$ cat config.mk
export PLATFORM = sky130hd
export DESIGN_NAME = spoofer_stream_arbiter
export DESIGN_NICKNAME = d
export VERILOG_FILES = /design/src/rtl/spoofer_stream_arbiter.sv
export SDC_FILE = /design/constraint.sdc
export NUM_CORES = 1
export LEC_CHECK = 0
export ABC_AREA = 1
export BUFFER_PORTS_ARGS = -buffer_cell sky130_fd_sc_hd__buf_2
export CORE_ASPECT_RATIO = 1.5
export CORE_MARGIN = 8
export CORE_UTILIZATION = 44
export CTS_CLUSTER_DIAMETER = 100
export DETAILED_ROUTE_END_ITERATION = 12
export PLACE_DENSITY = 0.92
export SLEW_MARGIN = 20
export SYNTH_ARGS = -nofsm -noshare
export SYNTH_HDL_FRONTEND = slang
export SYNTH_SLANG_ARGS = --single-unit
$ cat constraint.sdc
create_clock -name clk -period 1.8 [get_ports clk]
set_input_delay 0.36 -clock clk [delete_from_list [all_inputs] [get_ports clk]]
set_output_delay 0.36 -clock clk [all_outputs]
set_load 0.005 [all_outputs]
$ cat src/rtl/spoofer_stream_arbiter.sv
// Round-robin burst arbiter: grants one AVST source at a time and forwards up to
// BURST_LEN beats through a registered output stage tagged with channel and end-of-burst.
module spoofer_stream_arbiter #(
  parameter int NUM_SRC     = 4,
  parameter int DATA_WIDTH  = 32,
  parameter int BURST_LEN   = 4,
  parameter int GAP_TIMEOUT = 2,
  localparam int CH_WIDTH   = $clog2(NUM_SRC)
) (
  input  logic                          clk,
  input  logic                          rst,
  input  logic [NUM_SRC-1:0]            in_req,
  input  logic [NUM_SRC-1:0]            in_valid,
  input  logic [NUM_SRC*DATA_WIDTH-1:0] in_data,
  output logic [NUM_SRC-1:0]            in_ready,
  output logic                          out_valid,
  output logic [DATA_WIDTH-1:0]         out_data,
  output logic [CH_WIDTH-1:0]           out_channel,
  output logic                          out_eop,
  input  logic                          out_ready
);

  localparam int BC_W = $clog2(BURST_LEN + 1);
  localparam int GC_W = $clog2(GAP_TIMEOUT + 1);

  typedef enum logic {IDLE, BURST} state_t;

  state_t                  state_q, state_d;
  logic [CH_WIDTH-1:0]     grant_q, grant_d;
  logic [CH_WIDTH-1:0]     rr_ptr_q, rr_ptr_d;
  logic [BC_W-1:0]         beat_cnt_q, beat_cnt_d;
  logic [GC_W-1:0]         gap_cnt_q, gap_cnt_d;
  logic                    out_valid_q, out_valid_d;
  logic [DATA_WIDTH-1:0]   out_data_q, out_data_d;
  logic [CH_WIDTH-1:0]     out_channel_q, out_channel_d;
  logic                    out_eop_q, out_eop_d;

  logic                    found;
  logic [CH_WIDTH-1:0]     pick;
  logic                    src_valid;
  logic                    src_req;
  logic [DATA_WIDTH-1:0]   src_data;
  logic                    out_free;
  logic                    xfer;
  logic                    last_beat;
  logic [CH_WIDTH-1:0]     next_ptr;

  // First requester at or after rr_ptr, wrapping around the source list.
  always_comb begin
    found = 1'b0;
    pick  = '0;
    for (int k = 0; k < NUM_SRC; k++) begin
      if (!found && in_req[(int'(rr_ptr_q) + k) % NUM_SRC]) begin
        found = 1'b1;
        pick  = CH_WIDTH'((int'(rr_ptr_q) + k) % NUM_SRC);
      end
    end
  end

  assign src_valid = in_valid[grant_q];
  assign src_req   = in_req[grant_q];
  assign src_data  = in_data[int'(grant_q)*DATA_WIDTH +: DATA_WIDTH];
  assign out_free  = !out_valid_q || out_ready;
  assign xfer      = (state_q == BURST) && src_valid && out_free;
  assign last_beat = (beat_cnt_q == BC_W'(BURST_LEN - 1));
  assign next_ptr  = (grant_q == CH_WIDTH'(NUM_SRC - 1)) ? '0 : grant_q + CH_WIDTH'(1);

  for (genvar gi = 0; gi < NUM_SRC; gi++) begin : g_ready
    assign in_ready[gi] = (state_q == BURST) && (grant_q == CH_WIDTH'(gi)) && out_free;
  end

  always_comb begin
    state_d       = state_q;
    grant_d       = grant_q;
    rr_ptr_d      = rr_ptr_q;
    beat_cnt_d    = beat_cnt_q;
    gap_cnt_d     = gap_cnt_q;
    out_valid_d   = out_valid_q;
    out_data_d    = out_data_q;
    out_channel_d = out_channel_q;
    out_eop_d     = out_eop_q;

    if (xfer) begin
      out_valid_d   = 1'b1;
      out_data_d    = src_data;
      out_channel_d = grant_q;
      out_eop_d     = last_beat;
    end else if (out_valid_q && out_ready) begin
      out_valid_d = 1'b0;
      out_eop_d   = 1'b0;
    end

    case (state_q)
      IDLE: begin
        if (found) begin
          grant_d    = pick;
          beat_cnt_d = '0;
          gap_cnt_d  = '0;
          state_d    = BURST;
        end
      end
      BURST: begin
        if (xfer) begin
          beat_cnt_d = beat_cnt_q + BC_W'(1);
          gap_cnt_d  = '0;
          if (last_beat || !src_req) begin
            state_d  = IDLE;
            rr_ptr_d = next_ptr;
          end
        end else begin
          // A stalled-but-valid source holds gap_cnt: backpressure is not idleness.
          if (!src_valid) gap_cnt_d = gap_cnt_q + GC_W'(1);
          if (!src_req || (!src_valid && gap_cnt_q == GC_W'(GAP_TIMEOUT - 1))) begin
            state_d  = IDLE;
            rr_ptr_d = next_ptr;
          end
        end
      end
      default: state_d = IDLE;
    endcase
  end

  always_ff @(posedge clk) begin
    if (rst) begin
      state_q       <= IDLE;
      grant_q       <= '0;
      rr_ptr_q      <= '0;
      beat_cnt_q    <= '0;
      gap_cnt_q     <= '0;
      out_valid_q   <= 1'b0;
      out_data_q    <= '0;
      out_channel_q <= '0;
      out_eop_q     <= 1'b0;
    end else begin
      state_q       <= state_d;
      grant_q       <= grant_d;
      rr_ptr_q      <= rr_ptr_d;
      beat_cnt_q    <= beat_cnt_d;
      gap_cnt_q     <= gap_cnt_d;
      out_valid_q   <= out_valid_d;
      out_data_q    <= out_data_d;
      out_channel_q <= out_channel_d;
      out_eop_q     <= out_eop_d;
    end
  end

  assign out_valid   = out_valid_q;
  assign out_data    = out_data_q;
  assign out_channel = out_channel_q;
  assign out_eop     = out_eop_q;

endmodule
Word level (Yosys, flattened, before mapping)
Cells that the tools add are included.
{ "word_totals": {"output_inout_bits": 40, "wordCells": 110, "ff_bits": 46, "in_bits": 139} }
{ "op_classes": {"n_bitwise": 4, "add_sub_neg": 6, "n_eq_ne": 9, "n_shift": 1, "mux": 42, "order_cmp": 5, "reduce_logical": 34} }
{ "op_table": {"columns": ["operator", "n"], "rows": [
  ["$shiftx A128 B8 Y32", 1],
  ["$mux W2", 11],
  ["$mux W1", 20],
  ["$logic_and A1 B1 Y1", 15],
  ["$bmux W1 S2", 6],
  ["$lt A3 B4 Y1 const B", 3],
  ["$add A2 B1 Y2 const B", 3],
  ["$logic_not A1 Y1", 6],
  ["$lt A2 B3 Y1 const B", 2],
  ["$mux W3", 2],
  ["$pmux W3 S2", 1],
  ["$reduce_and A2 Y1", 3],
  ["$reduce_or A2 Y1", 3],
  ["$add A2 B2 Y2 const B", 2],
  ["$eq A2 B1 Y1 const B", 2],
  ["$eq A2 B2 Y1 const B", 2],
  ["$ne A2 B1 Y1 const B", 2],
  ["$pmux W2 S2", 1],
  ["$reduce_bool A2 Y1", 2],
  ["$add A3 B1 Y3 const B", 1],
  ["$and A1 B1 Y1 const A", 3],
  ["$eq A3 B2 Y1 const B", 1],
  ["$logic_or A1 B1 Y1", 3],
  ["$ne A3 B2 Y1 const B", 1],
  ["5 further kinds", 5]
]} }

Logic depth before layout (Yosys ltp)
{ "depth": {"depth_word": 16, "depth_mapped": 11} }

Least setup slack after synthesis
No wires, ideal clock.
{ "synth_timing": {"kind": "flip-flop to output port", "from": "register grant_q[0]", "to": "output port in_ready[0]", "setup_slack_ps": 310, "n_path_buf": 1, "path_stages_with_launch": 6, "t_arrival_ps": 1130, "path_cell_list": "dfxtp_1 inv_2 clkbuf_1 ha_1 nand2_1 nor2_1"} }
{ "synth_via": {"elab_chain_len": 3} }
{ "synth_lines": {"columns": ["element", "line", "rtl"], "rows": [
  ["from (decl)", "29", "logic [CH_WIDTH-1:0] grant_q, grant_d;"],
  ["from (signal assigned)", "136", "grant_q <= grant_d;"],
  ["$logic_not A2 Y1", "69", "assign in_ready[gi] = (state_q == BURST) && (grant_q == CH_WIDTH'(gi)) && out_free;"],
  ["$logic_and A1 B1 Y1 (2 in a row)", "69", null],
  ["to (decl)", "15", "output logic [NUM_SRC-1:0] in_ready,"]
]} }
No other way between the ends.

Final worst setup path
{ "layout_timing": {"from": "register grant_q[1]", "to": "output port in_ready[3]"} }
{ "layout_via": {"elab_chain_len": 3} }
{ "layout_lines": {"columns": ["element", "line"], "rows": [
  ["$eq A2 B2 Y1", "69"],
  ["$logic_and A1 B1 Y1 (2 in a row)", "69"]
]} }
No other way between the ends.

==> metrics <==
status completed; clock-pin slew on the worst setup and hold paths approximately 0.09 ns; worst path required time approximately 1.4 ns; Synth Area in Simple Gates 0.307; initial antenna violation count 0; Clock Skews 0.00495 ns; worst hold path class in2reg; Starting Density 0.454; Net Count, Synth 622; total grt overflow 0; CP endpoint kind output port; # diodes 0; fin crit period between 1.5 and 2 ns; Fin. Hold Viols 0; fin nets between 700 and 800; Port Buffers roughly 180; Fillers approximately 600; Seq/Total Area, Yosys 0.313; Placement Cell Area 3850 sq um; Arrival @ worst endpoint approximately 1.4 ns; pwr/cell area 1510 nW/um^2; Cells after Synth approximately 480; Core Area between 6000 and 7000 sq um; Post-Synth Adder-Cell Area 0.0297; clock latency on the worst-skew pair 0.30 ns; max-cap violations 0; Synth Area in XOR/XNOR 0; Final Max Tran Viols 0; Compound-Gate Fraction of Synth Area 0.268; Yosys warnings 0; DR vias between 4000 and 5000; Die H between 100 and 150 microns; full die area 9620 sq um; Mapped Area 2950 sq um; Core Rows 36; largest net degree at the start of global routing 40; Placement Setup Slack approximately 0.11 ns; Max VDD drop around 0.00073 V; Num CTS Buffers 5; H-tree levels 2; Static Leak 2.04 nW; Post-Place Cells approximately 710; mux cell area share after synthesis 0; P_sw 2.99 mW; post-route setup slack 0.0666 ns; GPL Wtd Cong 0.896; Ports about 180; Seq pwr share 0.251; drc violations 0; TritonCTS clock tree done; Max Root-Sink Buffers 2; clk sinks between 40 and 50; vias per inst between 5 and 6; largest family of logic cells by synthesized area simple AND/OR/NAND/NOR gates; Setup crit start kind flop; Post-CTS Hold Buffers 0; setup violators final 0; antenna viol nets, final 0; fin cells a little over 700; Clock power frac 0.107; kind of critical path reg2out; Total GRT Usage 0.228; share of layout cells above drive strength 1 0.343; post-route cell area 4110 sq um; overall power just over 6 mW; hpwl dp a little over 8 mm; first-pass GRT wire length approximately 19 mm; Slew @ Worst Pin roughly 0.38 ns; drt first pass iters 5; count of cell types in the netlist 25; final WL roughly 12 mm; flops & latches, synth 46; Final Cycle Share 0.963; vias in the first global route between 4000 and 5000; DRT iter0 DRCs 507; Sw Ratio 0.481; Worst slew margin 0.748; Root Buffer clkbuf_8; DR WL/cell around 16 microns; width of the chip roughly 83 microns; CP max FO 12; Fmax slightly below 600 MHz; Area Overhead vs Synth 39.5%; cell internal pwr 3.22 mW; Worst Hold Slack 0.371 ns; synthesized area per cell 6.19 sq um; logic gate share of total power 0.643
[what timing repair did]
item,in CTS,in global routing
setup buffers,0,5
setup endpoints to repair,3,45
resized for setup,8,4
gates cloned,3,1
[cell type report]
type | count | area (sq um) | area share
Clock buffer | 5 | 68.8 | 0.0167
Inverter | 17 | 68.8 | 0.0167
Timing Repair Buffer | 198 | 1140 | 0.277
Clock inverter | 3 | 25.0 | 0.00609
Tap cell | 76 | 95.1 | 0.0231
Multi-Input combinational cell | 379 | 1790 | 0.435
Sequential cell | 46 | 927 | 0.226
[critical path, cell delays in order, from the launching register on]
cell     delay, ns
dfxtp_4       0.39
buf_8         0.16
ha_1          0.15
inv_1         0.06
nor3_2        0.17
buf_2         0.14
[cell families after synthesis]
group / Yosys count
DFF: 46
adders and majority gates: 7
and+or+nand+nor: 223
AOI/OAI and AO/OA: 149
buffers and inverters: 51
[power groups by stage]
stage	sequential, mW	clock [mW]	combinational [mW]
CTS	1.55	0.677	3.77
floorplan	1.55	0	2.45
detailed placement	1.55	0	3.46
global placement	1.53	0	3.29
global route	1.59	0.714	4.44
finish	1.55	0.661	3.99
[flip-flops by register name, indices dropped and copies added (netlist names)]
register,count
rr_ptr_q,2
beat_cnt_q,3
grant_q,2
gap_cnt_q,2
out_channel,2
out_valid,1
out_data,32
out_eop,1
state_q,1
[final timing paths]
kind | cells past startpoint | startpoint | slack [ns] | endpoint
setup / recovery | 5 | grant_q[1] | 0.07 | in_ready[3]
hold / removal | 4 | out_ready | 0.37 | out_eop
setup reg to reg | 10 | grant_q[1] | 0.18 | rr_ptr_q[1]
hold reg to reg | 2 | out_data[28] | 0.47 | out_data[28]
[synthesized netlist by cell type, drive strengths merged]
cell / instances / area, sq um
buf: 17 / 116
nand4: 3 / 18.8
nand3: 21 / 115
nor3: 1 / 5.00
inv: 17 / 63.8
or2: 1 / 6.26
o21a: 1 / 7.51
nor2: 78 / 303
o22ai: 32 / 200
clkbuf: 17 / 63.8
o21ai: 72 / 360
and3: 1 / 6.26
nand2: 118 / 450
a21oi: 44 / 220
dfxtp: 46 / 921
ha: 7 / 87.6
[stage by stage]
stage / util / TNS, ns
finish: 0.633 / 0
CTS: 0.623 / 0
global route: 0.633 / -0.0142
floorplan: - / 0
detailed placement: 0.593 / 0
global placement: 0.593 / 0
[routing by layer]
| layer | vias up | wire length [microns] | track usage |
|---|---|---|---|
| li1 | 1944 | - | - |
| met1 | 1840 | 4580 | 0.253 |
| met2 | 233 | 6030 | 0.408 |
| met3 | 40 | 945 | 0.0475 |
| met4 | 0 | 355 | 0.106 |
| met5 | - | 0 | 0 |
[layout by cell type, fill, tap and decap left out, types with 3 or more instances in the layout]
master,instances
buf_2,179
nand2_1,115
nor2_1,76
o21ai_0,71
a21oi_1,44
dfxtp_1,43
o22ai_1,32
nand3_1,19
buf_4,13
inv_1,12
ha_1,7
clkbuf_8,5
inv_2,3
nand2_2,3
nand4_1,3
No activity file was read; power rests on OpenSTA's default activity.
